===== src/rtl/prog_loader.sv =====
// prog_loader: boot-time instruction-memory writer.
// Accepts a byte stream (LEN_LO, LEN_HI, then LO/HI byte pairs per word),
// assembles 9-bit words, writes them to sequential addresses and holds the
// CPU in reset until the whole image has been loaded.
// Optional checksum stage enabled by defining LOADER_CHECKSUM_EN.
module prog_loader #(
    parameter int D = 12,
    parameter int W = 9
) (
    input  logic         clk,
    input  logic         reset,
    input  logic [7:0]   rx_data,
    input  logic         rx_valid,
    output logic         rx_ready,
    output logic         wr_en,
    output logic [D-1:0] wr_addr,
    output logic [W-1:0] wr_data,
    output logic         cpu_hold,
    output logic         load_done,
    output logic         load_err,
    output logic [D-1:0] word_cnt
);

    typedef enum logic [2:0] {
        S_LEN_LO,
        S_LEN_HI,
        S_WORD_LO,
        S_WORD_HI,
`ifdef LOADER_CHECKSUM_EN
        S_CHK,
`endif
        S_DONE,
        S_ERR
    } state_t;

    state_t       state;
    logic [D-1:0] len;
    logic [7:0]   lo;
    logic         accept;
    logic [11:0]  len_full;
    logic         last_word;
`ifdef LOADER_CHECKSUM_EN
    logic [7:0]   acc;
`endif

    // Ready is decoded from state only: every loading state takes a byte.
    always_comb begin
        rx_ready = 1'b0;
        case (state)
            S_LEN_LO, S_LEN_HI, S_WORD_LO, S_WORD_HI: rx_ready = 1'b1;
`ifdef LOADER_CHECKSUM_EN
            S_CHK:                                   rx_ready = 1'b1;
`endif
            default:                                 rx_ready = 1'b0;
        endcase
    end

    // Handshake decode, full length as seen in LEN_HI, and last-word detect.
    always_comb begin
        accept    = rx_valid && rx_ready;
        len_full  = {rx_data[3:0], len[7:0]};
        last_word = ((word_cnt + D'(1)) == len);
    end

    // Loader FSM with registered write port and status outputs.
    always_ff @(posedge clk) begin
        if (reset) begin
            state     <= S_LEN_LO;
            len       <= '0;
            lo        <= '0;
            wr_en     <= 1'b0;
            wr_addr   <= '0;
            wr_data   <= '0;
            cpu_hold  <= 1'b1;
            load_done <= 1'b0;
            load_err  <= 1'b0;
            word_cnt  <= '0;
`ifdef LOADER_CHECKSUM_EN
            acc       <= '0;
`endif
        end else begin
            wr_en <= 1'b0;
`ifdef LOADER_CHECKSUM_EN
            if (accept && state != S_CHK)
                acc <= acc ^ rx_data;
`endif
            if (accept) begin
                case (state)
                    S_LEN_LO: begin
                        len   <= D'(rx_data);
                        state <= S_LEN_HI;
                    end
                    S_LEN_HI: begin
                        if (rx_data[7:4] != 4'd0) begin
                            state    <= S_ERR;
                            load_err <= 1'b1;
                        end else begin
                            len <= D'(len_full);
                            if (len_full == 12'd0) begin
`ifdef LOADER_CHECKSUM_EN
                                state     <= S_CHK;
`else
                                state     <= S_DONE;
                                load_done <= 1'b1;
                                cpu_hold  <= 1'b0;
`endif
                            end else begin
                                state <= S_WORD_LO;
                            end
                        end
                    end
                    S_WORD_LO: begin
                        lo    <= rx_data;
                        state <= S_WORD_HI;
                    end
                    S_WORD_HI: begin
                        if (rx_data[7:1] != 7'd0) begin
                            state    <= S_ERR;
                            load_err <= 1'b1;
                        end else begin
                            wr_en    <= 1'b1;
                            wr_addr  <= word_cnt;
                            wr_data  <= W'({rx_data[0], lo});
                            word_cnt <= word_cnt + D'(1);
                            if (last_word) begin
`ifdef LOADER_CHECKSUM_EN
                                state     <= S_CHK;
`else
                                state     <= S_DONE;
                                load_done <= 1'b1;
                                cpu_hold  <= 1'b0;
`endif
                            end else begin
                                state <= S_WORD_LO;
                            end
                        end
                    end
`ifdef LOADER_CHECKSUM_EN
                    S_CHK: begin
                        if (rx_data == acc) begin
                            state     <= S_DONE;
                            load_done <= 1'b1;
                            cpu_hold  <= 1'b0;
                        end else begin
                            state    <= S_ERR;
                            load_err <= 1'b1;
                        end
                    end
`endif
                    default: state <= state;
                endcase
            end
        end
    end

endmodule


===== config.mk =====
export PLATFORM = sky130hd
export DESIGN_NAME = prog_loader
export DESIGN_NICKNAME = d
export VERILOG_FILES = /design/src/rtl/prog_loader.sv
export SDC_FILE = /design/constraint.sdc
export NUM_CORES = 1
export LEC_CHECK = 0
export CAP_MARGIN = 20
export CORE_ASPECT_RATIO = 0.7
export CORE_MARGIN = 2
export CORE_UTILIZATION = 30
export CTS_BUF_LIST = sky130_fd_sc_hd__clkbuf_4
export DETAILED_ROUTE_END_ITERATION = 8
export GPL_ROUTABILITY_DRIVEN = 0
export SLEW_MARGIN = 25
export SYNTH_ARGS = -nofsm -noshare
export SYNTH_HDL_FRONTEND = slang
export SYNTH_SLANG_ARGS = --single-unit

===== constraint.sdc =====
create_clock -name clk -period 6.74 [get_ports clk]
set_input_delay 1.348 -clock clk [delete_from_list [all_inputs] [get_ports clk]]
set_output_delay 1.348 -clock clk [all_outputs]
set_load 0.05 [all_outputs]

# == Word level (Yosys, flattened, before mapping) ==
# Index checks and enable logic that the tools add are counted.
# totals
output_inout_bits,38
reg_bits,60
input_bits,11
wordCells,65
# classes
n_eq_ne,10
bitwise_logic,4
n_reduce_logical,17
n_mux,22
addsub,1
# ops
cell,n
$pmux 12 s2,1
$add 12x1->12 const B,1
$eq 12x12->1,1
$logic_not 12->1,1
$mux 1,12
$mux 12,1
$mux 3,4
$ne 2x2->1 const B,6
$pmux 3 s4,1
$reduce_and 3->1,3
$reduce_bool 4->1,2
$reduce_bool 7->1,1
$eq 3x2->1 const B,2
$pmux 1 s2,3
$reduce_and 6->1,1
$not 1->1,4
$reduce_and 2->1,2
$reduce_and 4->1,1
$reduce_bool 2->1,2
$reduce_or 4->1,1
$eq 3x1->1 const B,1
$logic_not 3->1,1
$reduce_or 3->1,1
$logic_and 1x1->1,1

# == Longest topological paths before layout ==
# logic_depth
word_depth,6
mapped_depth,7
mapped_depth_nobuf,7

# == Worst setup path before layout ==
# No wires, ideal clock.
# synth_path
path_kind,input -> register
from,in rx_data[5]
to,reg cpu_hold
arrival_ns,3.160
setup_ns,0.119
cell_stages,7
n_path_buf,1
setup_slack_ns,3.461
cell_sequence,or4_4 -> buf_6 -> nor3_4 -> a21oi_2 -> or3_1 -> or4_1 -> o221a_2
# synth_via
elab_chain_cells,3
word_cells_on_any_way,5
cone_classes,2 x eq/ne; 3 x reduce/logical
# synth_rtl
item,line,rtl
"start, declared",12,"input logic [7:0] rx_data,"
$reduce_bool 7->1 or $reduce_bool 4->1 (tied branches),"117, 94",
$ne 2x2->1 (no source line),-,
$reduce_and 6->1 (no source line) (*),-,
"end signal, assigned",74,cpu_hold <= 1'b1;
"end signal, assigned",105,cpu_hold <= 1'b0;
"end signal, assigned",131,cpu_hold <= 1'b0;
"end, declared",18,"output logic cpu_hold,"
# Mark *: on every way between the ends. The rest lies on a longest branch, timed or not.
# A chain may end at the register's enable or synchronous reset.

# == Worst setup path in the final report ==
# layout_path
from,in rx_data[5]
to,reg word_cnt[10]
# layout_via
elab_chain_cells,3
# layout_rtl
item,line,rtl
$reduce_bool 7->1,117,if (rx_data[7:1] != 7'd0) begin
$not 1->1 (no source line),-,
$reduce_and 3->1 (no source line),-,
"end signal, assigned",124,word_cnt <= word_cnt + D'(1);
"end, declared",21,output logic [D-1:0] word_cnt
# No other way between the ends.

==> tab_implementation.tex <==
\begin{tabular}{lr}
\hline
Metric & Value \\
\hline
\multicolumn{2}{l}{\textbf{Placed design}} \\
\quad Standard cell area after detailed placement & $\sim$3200 um\^{}2 \\
\quad Detailed-placement wirelength estimate & 4570 um \\
\quad Number of port buffers & 48 \\
\quad Worst setup slack after placement & roughly 2.5 ns \\
\multicolumn{2}{l}{\textbf{STA}} \\
\quad Final Cycle Share & 0.561 \\
\quad Max-slew violation total from the final report & 0 \\
\quad Worst setup margin & 2.96 ns \\
\quad Time the worst path needs with I/O delays and setup & 3.78 ns \\
\quad Total Negative Setup Slacks & 0 ns \\
\quad Final Setup Violations & 0 \\
\quad Fin Clk Skew & approximately 0.0079 ns \\
\quad Endpoints failing hold & 0 \\
\quad Relative max-transition margin & 0.338 \\
\quad Fmax & between 200 and 300 MHz \\
\quad RSZ-0062 raised after global routing & no \\
\quad Actual slew at the worst max-slew pin & 0.990 ns \\
\multicolumn{2}{l}{\textbf{Worst setup path}} \\
\quad Endpoint required time on the critical path & approximately 7.0 ns \\
\quad Crit end category & flop \\
\quad Data arrival time of the worst path & 4.06 ns \\
\quad CP Class & input port to flop \\
\quad Critical path fanouts, max & 28 \\
\quad Startpoint type of the worst setup path & input port \\
\quad Slowest stage delay, CP & about 0.63 ns \\
\quad Critical-path top delay cell & or4\_4 \\
\quad Cells along the critical path & clkdlybuf4s50\_1, or4\_4, nor3\_1, nand2\_1, nor4\_1, xnor2\_1, nor2\_1 \\
\multicolumn{2}{l}{\textbf{Floorplanning}} \\
\quad Number of ports placed on the die boundary & 49 \\
\quad Standard-cell rows & 28 \\
\quad Area of the core & 8550 um\^{}2 \\
\quad Die width & 117 um \\
\quad Area of the die & approximately 9700 um\^{}2 \\
\quad Effective utilization at floorplan & 0.312 \\
\quad Die Span Y & $\sim$83 um \\
\multicolumn{2}{l}{\textbf{Clock network}} \\
\quad Buffers from clock root to sink, at most & 2 \\
\quad Insertion delay to the later sink of the worst-skew pair & between 0.4 and 0.5 ns \\
\quad Post-CTS Hold Fix Bufs & 0 \\
\quad Number of buffers added for setup after CTS & 0 \\
\quad Post-cts sizing count & 0 \\
\quad Number of levels the H-tree was split into & 3 \\
\quad CTS tree & yes \\
\quad Clk root buf & clkbuf\_4 \\
\quad Clock-pin slew of the registers on the worst-case setup and hold paths & about 0.10 ns \\
\quad CTS sink cnt & 60 \\
\quad CTS buffer count & 9 \\
\multicolumn{2}{l}{\textbf{Yosys}} \\
\quad Asr flop ratio synth & 0 \\
\quad Syn Std Cell Area & between 2000 and 3000 um\^{}2 \\
\quad Largest area contributor in the netlist & dfxtp\_1 \\
\quad \#FFs+latches synth & 60 \\
\quad Cell types occupying the most area after synthesis & dfxtp\_1 45\%, nand2\_1 9.3\%, a21oi\_1 6.2\% \\
\quad Yosys warnings & 0 \\
\quad Average size of a mapped cell & approximately 8.2 um\^{}2 \\
\quad Mapped Cells & 326 \\
\quad Number of enable flip-flop cells after synthesis & 0 \\
\quad Primary FF master, synth & dfxtp\_1 \\
\quad Fraction of post-synthesis cell area in the top cell type by area & 0.450 \\
\quad Post-synth cell types & 45 \\
\quad Share of the yosys chip area belonging to registers & 0.450 \\
\quad Syn Nets & 338 \\
\multicolumn{2}{l}{\textbf{Outcome}} \\
\quad Status & completed \\
\multicolumn{2}{l}{\textbf{Final layout}} \\
\quad Proportion of layout cells with a drive suffix above 1 & 0.0541 \\
\quad Total area of multi-input combinational cells & approximately 1300 um\^{}2 \\
\quad Reg area & 1200 um\^{}2 \\
\quad Area growth syn-to-layout & 24.6\% \\
\quad Post-route standard cell area excluding fillers & between 3000 and 4000 um\^{}2 \\
\quad Number of inserted filler cells in the final layout & 951 \\
\quad Total number of nets in the final design & around 380 \\
\multicolumn{2}{l}{\textbf{Detailed routing}} \\
\quad Vias after detailed routing & between 2000 and 2500 \\
\quad Detailed-routing iteration count for the pre-antenna-repair pass & 4 \\
\quad Number of antenna-violating nets in the routed design & 0 \\
\quad Detailed router's first-iteration violation count & approximately 140 \\
\quad Mean number of vias per cell & just under 5 \\
\quad Detailed-route wire length per cell & between 10 and 15 um \\
\quad WL final & about 6800 um \\
\quad Drc violations & 0 \\
\multicolumn{2}{l}{\textbf{Job}} \\
\quad Number of maximum-capacitance constraint violations & 0 \\
\multicolumn{2}{l}{\textbf{Power}} \\
\quad Leakage power of the design & 0.00110 uW \\
\quad Max IR drop VDD & 0.000124 V \\
\quad Cell Pwr Density & between 150 and 200 nW/um\^{}2 \\
\multicolumn{2}{l}{\textbf{GRT}} \\
\quad Total gr overflow & 0 \\
\quad Maximum number of pins on one net before global-route repair & 64 \\
\quad Initial antenna violation count & 0 \\
\quad Global-route usage over all layers & 0.147 \\
\quad Number of global-route vias before repair & about 2200 \\
\quad Wire length of the first global-routing pass & 11100 um \\
\multicolumn{2}{l}{\textbf{Min path}} \\
\quad Hold/Removal Path Class & flop to flop \\
\hline
\end{tabular}
cell usage after synthesis, drive strengths merged (2+ instances only):
| cell type | instances |
|---|---|
| buf | 4 |
| clkbuf | 17 |
| mux2i | 8 |
| nor2 | 35 |
| nand3 | 11 |
| or4 | 2 |
| dfxtp | 60 |
| xnor2 | 14 |
| o311ai | 3 |
| a31oi | 2 |
| a22oi | 4 |
| o21ai | 4 |
| a311oi | 2 |
| xor2 | 10 |
| inv | 8 |
| o221ai | 2 |
| nand2 | 66 |
| nand2b | 4 |
| nand4 | 3 |
| nor4 | 4 |
| a211oi | 2 |
| nor3 | 6 |
| a21oi | 34 |
| and3 | 2 |
| or3 | 5 |
report_power, final:
part	internal, uW	switching (uW)
clock network	84.3	123
logic	18.1	28.9
registers	360	6.89
worst paths after layout:
check                              from                   endpoint  slack, ns  depth (start not counted)
hold / removal       lo[6]$_SDFFE_PP0P_    wr_data[6]$_SDFFE_PP0P_       0.46                          2
hold reg to reg      lo[6]$_SDFFE_PP0P_    wr_data[6]$_SDFFE_PP0P_       0.46                          2
setup reg to reg  state[0]$_SDFFE_PP0P_  word_cnt[10]$_SDFFE_PP0P_       4.19                          6
setup / recovery             rx_data[5]  word_cnt[10]$_SDFFE_PP0P_       2.96                          7
cell usage in the layout, fill, tap and decap left out, types with 2 or more instances in the layout:
master / count
nand4_1: 3
a31oi_1: 2
or3_1: 5
a22oi_1: 4
xnor2_1: 14
a21oi_1: 33
clkinv_1: 3
nand2b_1: 4
nand3_1: 11
o311ai_0: 3
xor2_1: 10
clkdlybuf4s50_1: 47
o21ai_0: 4
buf_4: 2
clkbuf_4: 12
nor3_1: 5
o221ai_1: 2
mux2i_1: 8
inv_1: 8
and3_1: 2
a311oi_1: 2
dfxtp_1: 60
a211oi_1: 2
nand2_1: 66
nor2_1: 35
nor4_1: 3
area by class of cell:
cell class                      instances  share of cell area
Multi-Input combinational cell        237               0.405
Antenna cell                            1            0.000753
Timing Repair Buffer                   49               0.146
Tap cell                              120              0.0452
Sequential cell                        60               0.361
Clock inverter                          4             0.00489
Inverter                                8             0.00904
Clock buffer                           12              0.0271
per-stage QoR:
step | hold slack [ns] | power, uW | utilization | cells
final | 0.457 | 621 | 0.389 | 491
after global routing | 0.476 | 653 | 0.388 | 490
after CTS | 0.460 | 632 | 0.388 | 490
after detailed placement | 0.443 | 422 | 0.376 | 474
after global placement | 0.444 | 421 | 0.376 | 474
after floorplan | 0.431 | 405 | - | 326
state kept, by name, indices dropped and copies added, names as in the netlist:
| register | flops |
|---|---|
| word_cnt | 12 |
| wr_data | 9 |
| lo | 8 |
| wr_addr | 12 |
| len | 12 |
| cpu_hold | 1 |
| wr_en | 1 |
| load_err | 1 |
| state | 3 |
| load_done | 1 |
metal layers:
layer / share of wire / up-vias / global-route usage
met1: 0.50 / 1097 / 0.204
met3: 0.085 / 13 / 0.0650
met2: 0.40 / 81 / 0.200
met4: 0.020 / 0 / 0.0524
met5: 0 / - / 0
li1: - / 1196 / -
cells by family after synthesis:
family,share of synthesized area
compound gates,0.146
xor+xnor,0.0788
fa+ha+maj,0.00469
buf+inv,0.0446
flops,0.450
mux,0.0300
simple gates,0.245
worst max-delay path: cells and delay by family:
family	cells	cell delay (ns)
XOR/XNOR	1	0.16
buffers and inverters	1	0.44
AND/OR/NAND/NOR	5	2.10
No activity file was read; power rests on OpenSTA's default activity.
